### config.mk
export PLATFORM = sky130hd
export DESIGN_NAME = uart_rx
export DESIGN_NICKNAME = d
export VERILOG_FILES = /design/src/rtl/uart_rx.sv
export SDC_FILE = /design/constraint.sdc
export NUM_CORES = 1
export LEC_CHECK = 0
export ABC_AREA = 0
export CAP_MARGIN = 10
export CORE_ASPECT_RATIO = 1.5
export CORE_MARGIN = 3
export CORE_UTILIZATION = 40
export DETAILED_ROUTE_END_ITERATION = 8
export PLACE_DENSITY = 0.66
export SETUP_SLACK_MARGIN = 0.4
export SYNTH_ARGS = -nofsm -noshare
export SYNTH_HDL_FRONTEND = slang
export SYNTH_SLANG_ARGS = --single-unit
### constraint.sdc
create_clock -name wb_clk -period 2.6 [get_ports wb_clk]
set_input_delay 0.65 -clock wb_clk [delete_from_list [all_inputs] [get_ports wb_clk]]
set_output_delay 0.65 -clock wb_clk [all_outputs]
set_load 0.01 [all_outputs]
### src/rtl/uart_rx.sv
// uart_rx: Wishbone dbus UART receiver; decodes serial rx into a byte FIFO, irq while non-empty.
// Build option: define UART_RX_PARITY_EN for 8E1 framing with parity check (STATUS[4] = PERR).
module uart_rx #(
    parameter int unsigned       AWIDTH     = 8,
    parameter logic [AWIDTH-1:0] ADDR       = 8'h60,
    parameter int unsigned       DIVIDE     = 278,
    parameter int unsigned       DEPTH_LOG2 = 4
) (
    input  logic        wb_clk,
    input  logic        wb_rst_n,
    input  logic [31:0] wb_dbus_adr,
    input  logic [31:0] wb_dbus_dat,
    input  logic [3:0]  wb_dbus_sel,
    input  logic        wb_dbus_we,
    input  logic        wb_dbus_cyc,
    output logic [31:0] rdt,
    output logic        ack,
    input  logic        rx,
    output logic        irq
);

    localparam int unsigned DEPTH = 1 << DEPTH_LOG2;
    localparam int unsigned CW    = $clog2(DIVIDE + 1);
    localparam logic [CW-1:0] HALF_CNT = CW'(DIVIDE / 2);
    // Sampling at count 0 after a reload of DIVIDE-1 gives exactly DIVIDE cycles per bit.
    localparam logic [CW-1:0] BIT_CNT  = CW'(DIVIDE - 1);
    localparam logic [DEPTH_LOG2:0] FULL_CNT = {1'b1, {DEPTH_LOG2{1'b0}}};

    typedef enum logic [2:0] {
        S_IDLE,
        S_START,
        S_DATA,
`ifdef UART_RX_PARITY_EN
        S_PARITY,
`endif
        S_STOP,
        S_WAIT_IDLE
    } state_t;

    logic rx_meta, rx_sync, rx_prev, rx_fall;

    state_t          state_q, state_d;
    logic [CW-1:0]   cnt_q, cnt_d;
    logic [2:0]      idx_q, idx_d;
    logic [7:0]      shift_q, shift_d;
    logic            push_req, ferr_set;
`ifdef UART_RX_PARITY_EN
    logic            par_bad_q, par_bad_d;
    logic            perr_set, perr_q;
`endif

    logic [7:0]            mem [DEPTH];
    logic [DEPTH_LOG2-1:0] wr_ptr_q, rd_ptr_q;
    logic [DEPTH_LOG2:0]   count_q;
    logic                  empty, full, push, pop, ovr_set;
    logic                  ovr_q, ferr_q;

    logic        sel, clr;
    logic [31:0] reg_val;
    logic        unused_bus;

    assign unused_bus = &{1'b0, wb_dbus_sel, wb_dbus_dat, wb_dbus_adr};

    always_ff @(posedge wb_clk or negedge wb_rst_n) begin
        if (!wb_rst_n) begin
            rx_meta <= 1'b1;
            rx_sync <= 1'b1;
            rx_prev <= 1'b1;
        end else begin
            rx_meta <= rx;
            rx_sync <= rx_meta;
            rx_prev <= rx_sync;
        end
    end

    assign rx_fall = rx_prev & ~rx_sync;

    always_ff @(posedge wb_clk or negedge wb_rst_n) begin
        if (!wb_rst_n) begin
            state_q   <= S_IDLE;
            cnt_q     <= '0;
            idx_q     <= '0;
            shift_q   <= '0;
`ifdef UART_RX_PARITY_EN
            par_bad_q <= 1'b0;
`endif
        end else begin
            state_q   <= state_d;
            cnt_q     <= cnt_d;
            idx_q     <= idx_d;
            shift_q   <= shift_d;
`ifdef UART_RX_PARITY_EN
            par_bad_q <= par_bad_d;
`endif
        end
    end

    always_comb begin
        state_d   = state_q;
        cnt_d     = cnt_q;
        idx_d     = idx_q;
        shift_d   = shift_q;
        push_req  = 1'b0;
        ferr_set  = 1'b0;
`ifdef UART_RX_PARITY_EN
        par_bad_d = par_bad_q;
        perr_set  = 1'b0;
`endif
        case (state_q)
            S_IDLE: begin
                if (rx_fall) begin
                    cnt_d   = HALF_CNT;
                    state_d = S_START;
                end
            end
            S_START: begin
                if (cnt_q == '0) begin
                    if (!rx_sync) begin
                        cnt_d   = BIT_CNT;
                        idx_d   = '0;
                        state_d = S_DATA;
                    end else begin
                        state_d = S_IDLE;
                    end
                end else begin
                    cnt_d = cnt_q - 1'b1;
                end
            end
            S_DATA: begin
                if (cnt_q == '0) begin
                    shift_d[idx_q] = rx_sync;
                    cnt_d          = BIT_CNT;
                    if (idx_q == 3'd7) begin
`ifdef UART_RX_PARITY_EN
                        state_d = S_PARITY;
`else
                        state_d = S_STOP;
`endif
                    end else begin
                        idx_d = idx_q + 1'b1;
                    end
                end else begin
                    cnt_d = cnt_q - 1'b1;
                end
            end
`ifdef UART_RX_PARITY_EN
            S_PARITY: begin
                if (cnt_q == '0) begin
                    par_bad_d = ^{shift_q, rx_sync};
                    perr_set  = ^{shift_q, rx_sync};
                    cnt_d     = BIT_CNT;
                    state_d   = S_STOP;
                end else begin
                    cnt_d = cnt_q - 1'b1;
                end
            end
`endif
            S_STOP: begin
                if (cnt_q == '0) begin
                    if (rx_sync) begin
`ifdef UART_RX_PARITY_EN
                        push_req = ~par_bad_q;
`else
                        push_req = 1'b1;
`endif
                        state_d  = S_IDLE;
                    end else begin
                        ferr_set = 1'b1;
                        state_d  = S_WAIT_IDLE;
                    end
                end else begin
                    cnt_d = cnt_q - 1'b1;
                end
            end
            S_WAIT_IDLE: begin
                if (rx_sync) state_d = S_IDLE;
            end
            default: state_d = S_IDLE;
        endcase
    end

    assign empty   = (count_q == '0);
    assign full    = (count_q == FULL_CNT);
    assign pop     = ack & ~wb_dbus_we & ~wb_dbus_adr[2] & ~empty;
    // A pop in the same cycle frees the slot, so a push into a full FIFO still lands.
    assign push    = push_req & (~full | pop);
    assign ovr_set = push_req & full & ~pop;

    always_ff @(posedge wb_clk) begin
        if (push) mem[wr_ptr_q] <= shift_q;
    end

    always_ff @(posedge wb_clk or negedge wb_rst_n) begin
        if (!wb_rst_n) begin
            wr_ptr_q <= '0;
            rd_ptr_q <= '0;
            count_q  <= '0;
        end else begin
            if (push) wr_ptr_q <= wr_ptr_q + 1'b1;
            if (pop)  rd_ptr_q <= rd_ptr_q + 1'b1;
            case ({push, pop})
                2'b10:   count_q <= count_q + 1'b1;
                2'b01:   count_q <= count_q - 1'b1;
                default: count_q <= count_q;
            endcase
        end
    end

    assign sel = wb_dbus_cyc & (wb_dbus_adr[31 -: AWIDTH] == ADDR);
    assign clr = ack & wb_dbus_we & wb_dbus_adr[2];

    always_ff @(posedge wb_clk or negedge wb_rst_n) begin
        if (!wb_rst_n) begin
            ack    <= 1'b0;
            irq    <= 1'b0;
            ovr_q  <= 1'b0;
            ferr_q <= 1'b0;
`ifdef UART_RX_PARITY_EN
            perr_q <= 1'b0;
`endif
        end else begin
            ack <= sel & ~ack;
            irq <= ~empty;
            if (ovr_set)                   ovr_q  <= 1'b1;
            else if (clr & wb_dbus_dat[2]) ovr_q  <= 1'b0;
            if (ferr_set)                  ferr_q <= 1'b1;
            else if (clr & wb_dbus_dat[3]) ferr_q <= 1'b0;
`ifdef UART_RX_PARITY_EN
            if (perr_set)                  perr_q <= 1'b1;
            else if (clr & wb_dbus_dat[4]) perr_q <= 1'b0;
`endif
        end
    end

    always_comb begin
        reg_val = '0;
        if (wb_dbus_adr[2]) begin
            reg_val[0] = ~empty;
            reg_val[1] = full;
            reg_val[2] = ovr_q;
            reg_val[3] = ferr_q;
`ifdef UART_RX_PARITY_EN
            reg_val[4] = perr_q;
`endif
            reg_val[8 +: DEPTH_LOG2+1] = count_q;
        end else if (!empty) begin
            reg_val[7:0] = mem[rd_ptr_q];
        end
        rdt = ack ? reg_val : '0;
    end

endmodule

==> results.tsv <==
stage	metric	value	unit
status	status	finished with violations	
status	failing checks	setup timing	
die	chip width	119	um
yosys	EDFF count, synth	128	
sta	Final Skew	0.00981	ns
worst_setup_path	CP top delay family	multiplexers	
sta	count of final max-slew check failures	0	
job	Max-cap violations	0	
yosys	post-synthesis adder-cell area fraction	2.23	%
pwr	Clk pwr share	38.7	%
yosys	cell taking the most area after synthesis	edfxtp_1	
yosys	register area share after synthesis	64.4	%
sta	final worst-path setup slack	-0.350	ns
worst_setup_path	worst endpoint required time	1.95	ns
sta	RSZ-0062 raised after global routing	true	
worst_hold_path	Hold Crit Class	flop to flop	
global_route	total track usage	16.1	%
yosys	synthesized area	7650	um^2
yosys	simple-gate share of the synthesized area	10.6	%
drt	initial DRC count	165	
pwr	P_leak	3.57	nW
sta	worst slew pin tran	1.02	ns
yosys	synth top area cells	edfxtp_1 50%, dfrtp_1 13%, mux4_2 9.4%	
worst_setup_path	critical-path cell list	buf_12 > buf_6 > mux4_2 > mux2i_2 > nor2_2 > a21oi_4 > o21ai_2 > buf_2	
clocking	CTS buffer count	17	
yosys	mux share of post-synthesis cell area	12.6	%
drt	ANT nets after route	0	
die	IO Pins	107	
global_route	vias in the first global route	4728	
yosys	Yosys top cell area share	50.3	%
drt	drt pass-1 iters	5	
finish	nets	675	
placement	placer congestion estimate	0.809	
worst_setup_path	crit start category	flop	
pwr	total power	6.16	mW
placement	DP HPWL	11100	um
pwr	part of the power in registers	50.4	%
worst_setup_path	slowest CP cell	mux4_2	
yosys	count leader, synth	edfxtp_1	
worst_setup_path	CP max stage delay	0.49	ns
yosys	flops & latches, synth	171	
worst_setup_path	crit path buf inv count	3	
global_route	global-route wire length before repair	26000	um
yosys	Synth top cells by count	128 x edfxtp_1, 40 x dfrtp_1, 32 x mux4_2	
die	core area	18600	um^2
die	Die Ht	175	um
sta	fmax	0.339	GHz
worst_setup_path	Arr. time, crit path	2.30	ns
yosys	largest family of logic cells by synthesized area	multiplexers	
clocking	CTS H-tree depth	4	
sta	Final Setup Violations	8	
yosys	most common flop cell mapped by yosys	edfxtp_1	
finish	antenna fix cells	0	
yosys	Avg Cell Area, Syn	15.4	um^2
clocking	Max clock buf depth	2	
die	full die area	20800	um^2
finish	share of cells above drive strength 1	38.7	%
worst_setup_path	crit path capture type	output port	
yosys	Warnings, synthesis	0	
sta	Worst Hold Slack	0.365	ns
yosys	Mapped Cells	495	
pwr	pwr/cell area	644	nW/um^2
drt	DRC	0	
pwr	peak supply drop	0.561	mV
drt	DR vias/cell	5.26	
global_route	grt total ovfl	0	
clocking	clock root buffer	clkbuf_16	
die	row count	61	
pwr	combinational fraction of design power	10.9	%
clocking	Clk pin slew, worst setup/hold paths	0.07	ns
clocking	Num Clock Sinks	171	
clocking	CTS tree	done	
yosys	asr flop ratio synth	25.1	%
placement	I/O Buffers	30	
pwr	sw power	1.60	mW
drt	WL/cell	19.1	um
global_route	initial antenna violation count	0	
worst_setup_path	Crit Path Category	flop to output port	
sta	final hold violations	0	
sta	Final period util	113	%
drt	routed vias	4488	
drt	total detailed-routing wirelength	16300	um
die	Initial Util	41.1	%
clocking	Clock Latency Late Sink	0.42	ns
yosys	Post-Synth XOR/XNOR Area	1.15	%
yosys	Synth Area in Compound Gates	5.02	%
finish	Synth-to-Final Area Change	25.1	%
worst_setup_path	Max Fanout on Critical Path	5	
pwr	Int Power	4.56	mW
sta	min Tclk post-route	2.95	ns
global_route	pin count of the biggest net entering global routing	44	
pwr	Net Sw Frac	26.0	%
sta	Slew HR	31.8	%
yosys	Yosys cell types	63	
-- metal layers --
metal | GRT usage [%] | wire [um]
met5 | 0 | 0
met4 | 5.07 | 307
met3 | 3.06 | 561
met2 | 30.3 | 9230
met1 | 18.4 | 6170
-- registers in the layout, indices dropped and copies added (netlist names) --
name / flops
rx_meta: 1
cnt_q: 9
ack: 1
ferr_q: 1
rx_sync: 1
idx_q: 3
irq: 1
wr_ptr_q: 4
ovr_q: 1
shift_q: 8
mem: 128
rx_prev: 1
rd_ptr_q: 4
count_q: 5
state_q: 3
-- area by class of cell --
type / instances / area [um^2]
clock buffer: 17 / 425
fill: 1573 / 9060
tap: 252 / 315
sequential: 171 / 4930
inverter: 10 / 37.5
multi-input combinational: 288 / 2760
clock inverter: 15 / 134
timing repair buffer: 101 / 965
-- cells in the final DEF (no fill, tap or decap), types with 15 or more instances in the layout --
cell type  netlist  routed
dfrtp_1         40      35
edfxtp_1       128     128
nand2_1         27      27
clkbuf_16        0      17
conb_1           1      19
buf_6            2      15
mux4_2          32      32
a21oi_1         22      15
nor2_1          20      17
buf_4           21      45
-- what timing repair did --
action | CTS | global route
hold buffers | 0 | 0
buffers inserted | 19 | 6
setup endpoints to repair | 158 | 145
cloned | 1 | 0
gates resized for setup | 111 | 18
pin swaps | 24 | 20
-- cell families after synthesis --
logic type               count (synthesis)
other                                    1
buffers and inverters                   54
adder cells (fa/ha/maj)                 13
AND/OR/NAND/NOR                        128
multiplexers                            54
flip-flops                             171
XOR/XNOR                                10
AO/OA/AOI/OAI                           64
-- worst register-to-register path, cell delays in order, from the launching register on --
cell and delay (ns):
dfrtp_1 0.39, inv_2 0.08, ha_4 0.13, nor4b_4 0.26
nand4_4 0.18, and2_4 0.22, inv_2 0.06, fa_2 0.21
inv_2 0.04, a21o_1 0.15, a21oi_2 0.14, mux2i_1 0.24
xnor2_1 0.14
-- per-stage QoR --
| stage | worst slack [ns] | utilization, % | instance area [um^2] | instances | setup TNS, ns |
|---|---|---|---|---|---|
| final | -0.350 | 51.4 | 9570 | 854 | -2.24 |
| after detailed placement | -0.589 | 45.9 | 8540 | 796 | -62.21 |
| after CTS | -0.358 | 50.8 | 9450 | 848 | -2.40 |
| after floorplan | 0.121 | - | 7840 | 513 | 0 |
| after global placement | -0.495 | 45.9 | 8540 | 796 | -51.65 |
| after global routing | -0.417 | 51.4 | 9570 | 854 | -3.05 |
-- final timing paths --
| kind | from | cells after the start | slack, ns | end |
|---|---|---|---|---|
| setup / recovery | rd_ptr_q[0]$_DFFE_PN0P_ | 8 | -0.35 | rdt[3] |
| hold / removal | rx_meta$_DFF_PN1_ | 0 | 0.36 | rx_sync$_DFF_PN1_ |
| setup reg to reg | cnt_q[0]$_DFFE_PN0P_ | 12 | 0.29 | count_q[4]$_DFFE_PN0P_ |
| hold reg to reg | rx_meta$_DFF_PN1_ | 0 | 0.36 | rx_sync$_DFF_PN1_ |
| max in group asynchronous | wb_rst_n | 1 | 1.49 | cnt_q[4]$_DFFE_PN0P_ |
| min in group asynchronous | wb_rst_n | 1 | 0.41 | wr_ptr_q[3]$_DFFE_PN0P_ |
-- power groups by stage --
stage | logic (mW) | registers (mW) | clock network [mW]
after global placement | 0.543 | 3.16 | 0
final | 0.671 | 3.11 | 2.38
after floorplan | 0.444 | 3.14 | 0
after CTS | 0.652 | 3.11 | 2.41
after detailed placement | 0.565 | 3.17 | 0
after global routing | 0.741 | 3.12 | 2.53
Note: power is estimated with default switching activity, not from simulation.
